--- src/rtl/pc_sequencer.sv ---
// Multi-cycle program-counter sequencer: owns the PC, runs fetch/execute against a
// handshaked instruction memory and commits the next PC selected by PCSrc.
module pc_sequencer #(
  parameter logic [31:0] RESET_PC = 32'h0000_3000,
  parameter int unsigned TIMEOUT  = 16,
  parameter int unsigned CNT_W    = 8
) (
  input  logic        clk,
  input  logic        rst,
  output logic        imem_req,
  output logic [31:0] imem_addr,
  input  logic        imem_ready,
  input  logic [31:0] instr_in,
  output logic [31:0] instr,
  output logic        instr_valid,
  input  logic        ex_done,
  input  logic [1:0]  npc_op,
  input  logic [31:0] rs_data,
  output logic [31:0] pc,
  output logic [31:0] pc_plus4,
  output logic        fetch_err,
  output logic        misalign_err
);

  // Next-PC select codes, matching the NPC_* encoding used by the control unit.
  localparam logic [1:0] NpcPlus4   = 2'b00;
  localparam logic [1:0] NpcBranch  = 2'b01;
  localparam logic [1:0] NpcJumpImm = 2'b10;
  localparam logic [1:0] NpcJumpReg = 2'b11;

  localparam logic [CNT_W-1:0] WaitLast = CNT_W'(TIMEOUT - 1);

  typedef enum logic [1:0] {
    StStart,
    StFetch,
    StExec,
    StHalt
  } state_e;

  state_e            state_q, state_d;
  logic [31:0]       pc_q, pc_d;
  logic [31:0]       instr_q, instr_d;
  logic              instr_valid_q, instr_valid_d;
  logic              imem_req_q, imem_req_d;
  logic              fetch_err_q, fetch_err_d;
  logic              misalign_err_q, misalign_err_d;
  logic [CNT_W-1:0]  wait_cnt_q, wait_cnt_d;

  logic [31:0]       pc_inc;
  logic [31:0]       branch_off;
  logic [31:0]       npc;
  logic              jr_misaligned;

  assign pc_inc        = pc_q + 32'd4;
  assign branch_off    = {{14{instr_q[15]}}, instr_q[15:0], 2'b00};
  assign jr_misaligned = (npc_op == NpcJumpReg) && (rs_data[1:0] != 2'b00);

  always_comb begin
    npc = pc_inc;
    unique case (npc_op)
      NpcPlus4:   npc = pc_inc;
      NpcBranch:  npc = pc_inc + branch_off;
      NpcJumpImm: npc = {pc_inc[31:28], instr_q[25:0], 2'b00};
      NpcJumpReg: npc = rs_data;
      default:    npc = pc_inc;
    endcase
  end

  always_comb begin
    state_d        = state_q;
    pc_d           = pc_q;
    instr_d        = instr_q;
    instr_valid_d  = 1'b0;
    imem_req_d     = imem_req_q;
    fetch_err_d    = fetch_err_q;
    misalign_err_d = misalign_err_q;
    wait_cnt_d     = wait_cnt_q;

    unique case (state_q)
      StStart: begin
        state_d    = StFetch;
        imem_req_d = 1'b1;
      end
      StFetch: begin
        // A ready on the last allowed cycle beats the timeout.
        if (imem_ready) begin
          instr_d       = instr_in;
          instr_valid_d = 1'b1;
          imem_req_d    = 1'b0;
          wait_cnt_d    = '0;
          state_d       = StExec;
        end else if (wait_cnt_q == WaitLast) begin
          fetch_err_d = 1'b1;
          imem_req_d  = 1'b0;
          wait_cnt_d  = '0;
          state_d     = StHalt;
        end else begin
          wait_cnt_d = wait_cnt_q + 1'b1;
        end
      end
      StExec: begin
        if (ex_done) begin
          if (jr_misaligned) begin
            misalign_err_d = 1'b1;
            state_d        = StHalt;
          end else begin
            pc_d       = npc;
            imem_req_d = 1'b1;
            state_d    = StFetch;
          end
        end
      end
      StHalt: begin
        imem_req_d = 1'b0;
      end
      default: begin
        imem_req_d = 1'b0;
        state_d    = StHalt;
      end
    endcase
  end

  always_ff @(posedge clk or posedge rst) begin
    if (rst) begin
      state_q        <= StStart;
      pc_q           <= RESET_PC;
      instr_q        <= '0;
      instr_valid_q  <= 1'b0;
      imem_req_q     <= 1'b0;
      fetch_err_q    <= 1'b0;
      misalign_err_q <= 1'b0;
      wait_cnt_q     <= '0;
    end else begin
      state_q        <= state_d;
      pc_q           <= pc_d;
      instr_q        <= instr_d;
      instr_valid_q  <= instr_valid_d;
      imem_req_q     <= imem_req_d;
      fetch_err_q    <= fetch_err_d;
      misalign_err_q <= misalign_err_d;
      wait_cnt_q     <= wait_cnt_d;
    end
  end

  assign pc           = pc_q;
  assign pc_plus4     = pc_inc;
  assign imem_addr    = pc_q;
  assign imem_req     = imem_req_q;
  assign instr        = instr_q;
  assign instr_valid  = instr_valid_q;
  assign fetch_err    = fetch_err_q;
  assign misalign_err = misalign_err_q;

endmodule
--- config.mk ---
export PLATFORM = sky130hd
export DESIGN_NAME = pc_sequencer
export DESIGN_NICKNAME = d
export VERILOG_FILES = /design/src/rtl/pc_sequencer.sv
export SDC_FILE = /design/constraint.sdc
export NUM_CORES = 1
export LEC_CHECK = 0
export ABC_AREA = 1
export CAP_MARGIN = 20
export CORE_MARGIN = 2
export CORE_UTILIZATION = 45
export DETAILED_ROUTE_END_ITERATION = 10
export PLACE_DENSITY = 0.79
export SYNTH_ARGS = -nofsm -noshare
export SYNTH_HDL_FRONTEND = slang
export SYNTH_SLANG_ARGS = --single-unit
--- constraint.sdc ---
create_clock -name clk -period 2.5 [get_ports clk]
set_clock_uncertainty 0.1 [all_clocks]
set_input_delay 0.375 -clock clk [delete_from_list [all_inputs] [get_ports clk]]
set_output_delay 0.375 -clock clk [all_outputs]
set_load 0.02 [all_outputs]
==> metrics.txt <==
status complete, but fails checks; failing checks setup timing; Total Routed Length 37000 um; worst min path class primary input to asynchronous set/reset pin; worst reg2reg path depth 21; Critical Path End imem_addr[21]; combinational power share 80.7%; DIE AREA 16900 um^2; Mapped Cells 1123; Tot GR Track Use 37.5%; Slew headroom 52.2%; sequential power share 12.4%; final hold vios 0; mux share of post-synthesis cell area 0%; Critical R2R Launch imem_addr[6]; grt ovf 0; Final Util 85.7%; register area 1960 um^2; Vert. Die Dim 130 um; WP data required 2.70 ns; Clk pin slew, worst setup/hold paths 0.07 ns; vias 10000; Async SR Flop Fraction 100%; initial antenna violation count 0; synth warn 0; TritonCTS clock tree yes; Post-Synth Adder-Cell Area 7.30%; EDFF count, synth 0; NetSw 10400 uW; first-pass GRT wire length 47800 um; largest area contributor in the netlist dfrtp_1; CP Max Fanout 4; Yosys reg bits 78; Final period util 127%; drt initial violations 1327; Synth cell types 47; nets 1641; Synth top area share 26.7%; largest net degree at the start of global routing 79; wire per inst 21.1 um; Post-Syn Area per Cell 6.35 um^2; Starting Density 45.4%; TritonCTS Buffers 9; Die W 130 um; 1st-pass router iterations 9; Critical Path Sink Type flip-flop; Synth Area in Compound Gates 11.3%; Arr. time, crit path 3.39 ns; DRC Markers 0; core outline area 15700 um^2; Setup crit start imem_addr[6]; Setup-failing EPs final 49; Slew @ Worst Pin 0.716 ns; synthesized net count 1234; Antenna Nets Post-Route 0; multi-input logic area 6190 um^2; clk sinks 78; Critical Path Start Type flip-flop; Tmin final 3.19 ns; Cell Area, Synth 7130 um^2; clock share of power 6.8%; fmax 314 MHz; # port buffers 201; Clock Root Buffer clkbuf_16; routability cong. 1.01; # Max-Cap Violations 0; reg2reg end imem_addr[21]; Area contributors post-synth dfrtp_1, nand2_1, inv_1; Top Layer Used met4; met3 WL post-DR 3890 um; XOR/XNOR Fraction of Synth Area 3.18%; Top Ports 202; RSZ-0062 raised after global routing true; met2 wire length 17400 um; H-tree Lvls 3; Synth Flop Type dfrtp_1; layout cell share with drive strength beyond 1 42.9%; Hold WS 0.328 ns; PwrDens 1500 nW/um^2; sw frac 51.3%; kind of critical path flip-flop to flip-flop; maximum vdd drop 0.000927 V; worst skew pair latency 0.37 ns; post-synthesis sequential area ratio 27.4%; vias per cell 5.73; WL met1 13600 um; Detailed Place HPWL 22700 um; vias in the first global route 8970; Ant. Diodes 0; largest buffer count on any clock path 2; Leakage Power 0.00663 uW; largest family of logic cells by synthesized area simple AND/OR/NAND/NOR gates; Post-Synth Simple-Gate Area 37.4%; Filler cells 837; Cell Int Power 9850 uW; Slew Viols, Final 0; worst reg-to-reg setup slack -0.69 ns; final setup margin -0.687 ns; cell row count 46; Syn-to-layout area delta 88.8%
-- state kept, by name, summed over array words and instances, names as in the netlist --
register / count
instr: 32
imem_req: 1
fetch_err: 1
misalign_err: 1
wait_cnt_q: 8
instr_valid: 1
state_q: 2
imem_addr: 32
-- synth_stat cells (2+ instances only) --
| cell type | n |
|---|---|
| o22ai_1 | 6 |
| nand3_1 | 64 |
| nand2_2 | 7 |
| nand2_1 | 433 |
| nand4_1 | 15 |
| nand2_4 | 4 |
| ha_1 | 40 |
| dfstp_2 | 2 |
| o211ai_1 | 3 |
| o21bai_1 | 4 |
| o21ai_2 | 2 |
| xor2_1 | 22 |
| a221oi_1 | 14 |
| xnor2_1 | 2 |
| a21o_1 | 4 |
| clkinv_1 | 2 |
| dfrtp_1 | 76 |
| a21boi_0 | 2 |
| o31ai_1 | 2 |
| buf_2 | 9 |
| o21ai_1 | 4 |
| clkbuf_8 | 3 |
| buf_4 | 34 |
| nor2_1 | 76 |
| a21oi_1 | 47 |
| nor3_1 | 15 |
| o21ai_0 | 45 |
| nor2_2 | 2 |
| clkbuf_1 | 12 |
| inv_1 | 148 |
| nand3b_1 | 4 |
| nor2_4 | 5 |
-- layout make-up --
type,instances,area share (%)
Tap cell,216,2.01
Sequential cell,78,14.6
Timing Repair Buffer,455,30.9
Multi-Input combinational cell,835,46.0
Clock buffer,9,1.67
Clock inverter,7,0.483
Inverter,151,4.40
-- worst min-delay path by stage --
stage | startpoint | to | slack (ns) | depth (start not counted)
detailed placement | misalign_err | misalign_err | 0.37 | 1
global route | fetch_err | fetch_err | 0.40 | 1
finish | rst | instr[28] | 0.33 | 3
global placement | fetch_err | fetch_err | 0.34 | 1
CTS | rst | imem_addr[26] | 0.35 | 3
floorplan | instr_in[0] | instr[0] | 0.38 | 2
-- worst max-delay path, stage by stage (launching register included) --
cell     delay [ns]
dfrtp_1        0.46
nand2_2        0.19
nor2_4         0.18
nand2_4        0.09
nor2_4         0.12
nand2_4        0.11
nor2_4         0.16
xor2_4         0.21
ha_4           0.25
nand2_1        0.10
nand2_1        0.13
inv_1          0.08
o21ai_1        0.08
inv_1          0.08
nand2_2        0.06
inv_1          0.06
nand2_2        0.09
nand2_1        0.08
nand2_1        0.06
o21ai_1        0.22
nand2_1        0.11
nand2_1        0.09
-- what timing repair did --
item | 4_1_cts | 5_1_grt
gates resized for setup | 334 | 281
endpoints found under the setup margin | 54 | 53
pin swaps | 94 | 133
hold buffers | 0 | 0
setup buffers | 43 | 28
-- routing by layer --
metal  up-vias  global-route usage (%)
met3       201                    9.31
met5         -                       0
met1      4723                    49.0
li1       4344                       -
met4         0                    12.5
met2       760                    61.2
-- power by group through the flow --
stage          Clock, uW  Sequential (uW)  Combinational, uW
6_report            1380             2520              16300
5_1_grt             1430             2560              17100
4_1_cts             1360             2410              13200
3_5_place_dp           0             2360              11200
3_3_place_gp           0             2350              11100
2_1_floorplan          0             3050               5150
-- metrics by stage --
stage	worst slack, ns	std cells	TNS [ns]	cell area [um^2]	power [uW]
6_report	-0.687	1751	-16.97	13500	20200
5_1_grt	-0.715	1751	-18.76	13500	21100
4_1_cts	-0.437	1733	-9.29	12300	17000
3_5_place_dp	-0.677	1678	-14.14	10800	13600
3_3_place_gp	-0.652	1678	-12.99	10800	13400
2_1_floorplan	-0.387	1123	-7.63	7360	8200
-- logic make-up after synthesis --
logic type | after synthesis
and+or+nand+nor | 632
buffers and inverters | 210
AOI/OAI and AO/OA | 137
DFF | 78
adders and majority gates | 41
xor gates and xnor gates | 25
-- layout by cell type, fill, tap and decap left out, types with 6 or more instances in the layout --
| cell type | instances |
|---|---|
| o21ai_2 | 11 |
| a221oi_1 | 13 |
| nand3_4 | 14 |
| o21ai_0 | 21 |
| dfrtp_2 | 6 |
| inv_2 | 32 |
| inv_1 | 107 |
| nand3_2 | 18 |
| nor2_1 | 39 |
| nor2_4 | 27 |
| nor3_1 | 6 |
| nor2_2 | 17 |
| nand2_4 | 41 |
| o21ai_1 | 17 |
| inv_4 | 8 |
| nand2_2 | 79 |
| xor2_2 | 8 |
| nand3_1 | 34 |
| dfrtp_1 | 70 |
| buf_6 | 65 |
| buf_12 | 7 |
| ha_4 | 31 |
| a21oi_2 | 22 |
| a21oi_1 | 18 |
| nand4_1 | 15 |
| clkbuf_16 | 9 |
| buf_4 | 197 |
| a21oi_4 | 7 |
| clkdlybuf4s50_1 | 173 |
| xor2_4 | 10 |
| ha_1 | 8 |
| nand2_1 | 321 |
No activity file was read; power rests on OpenSTA's default activity.
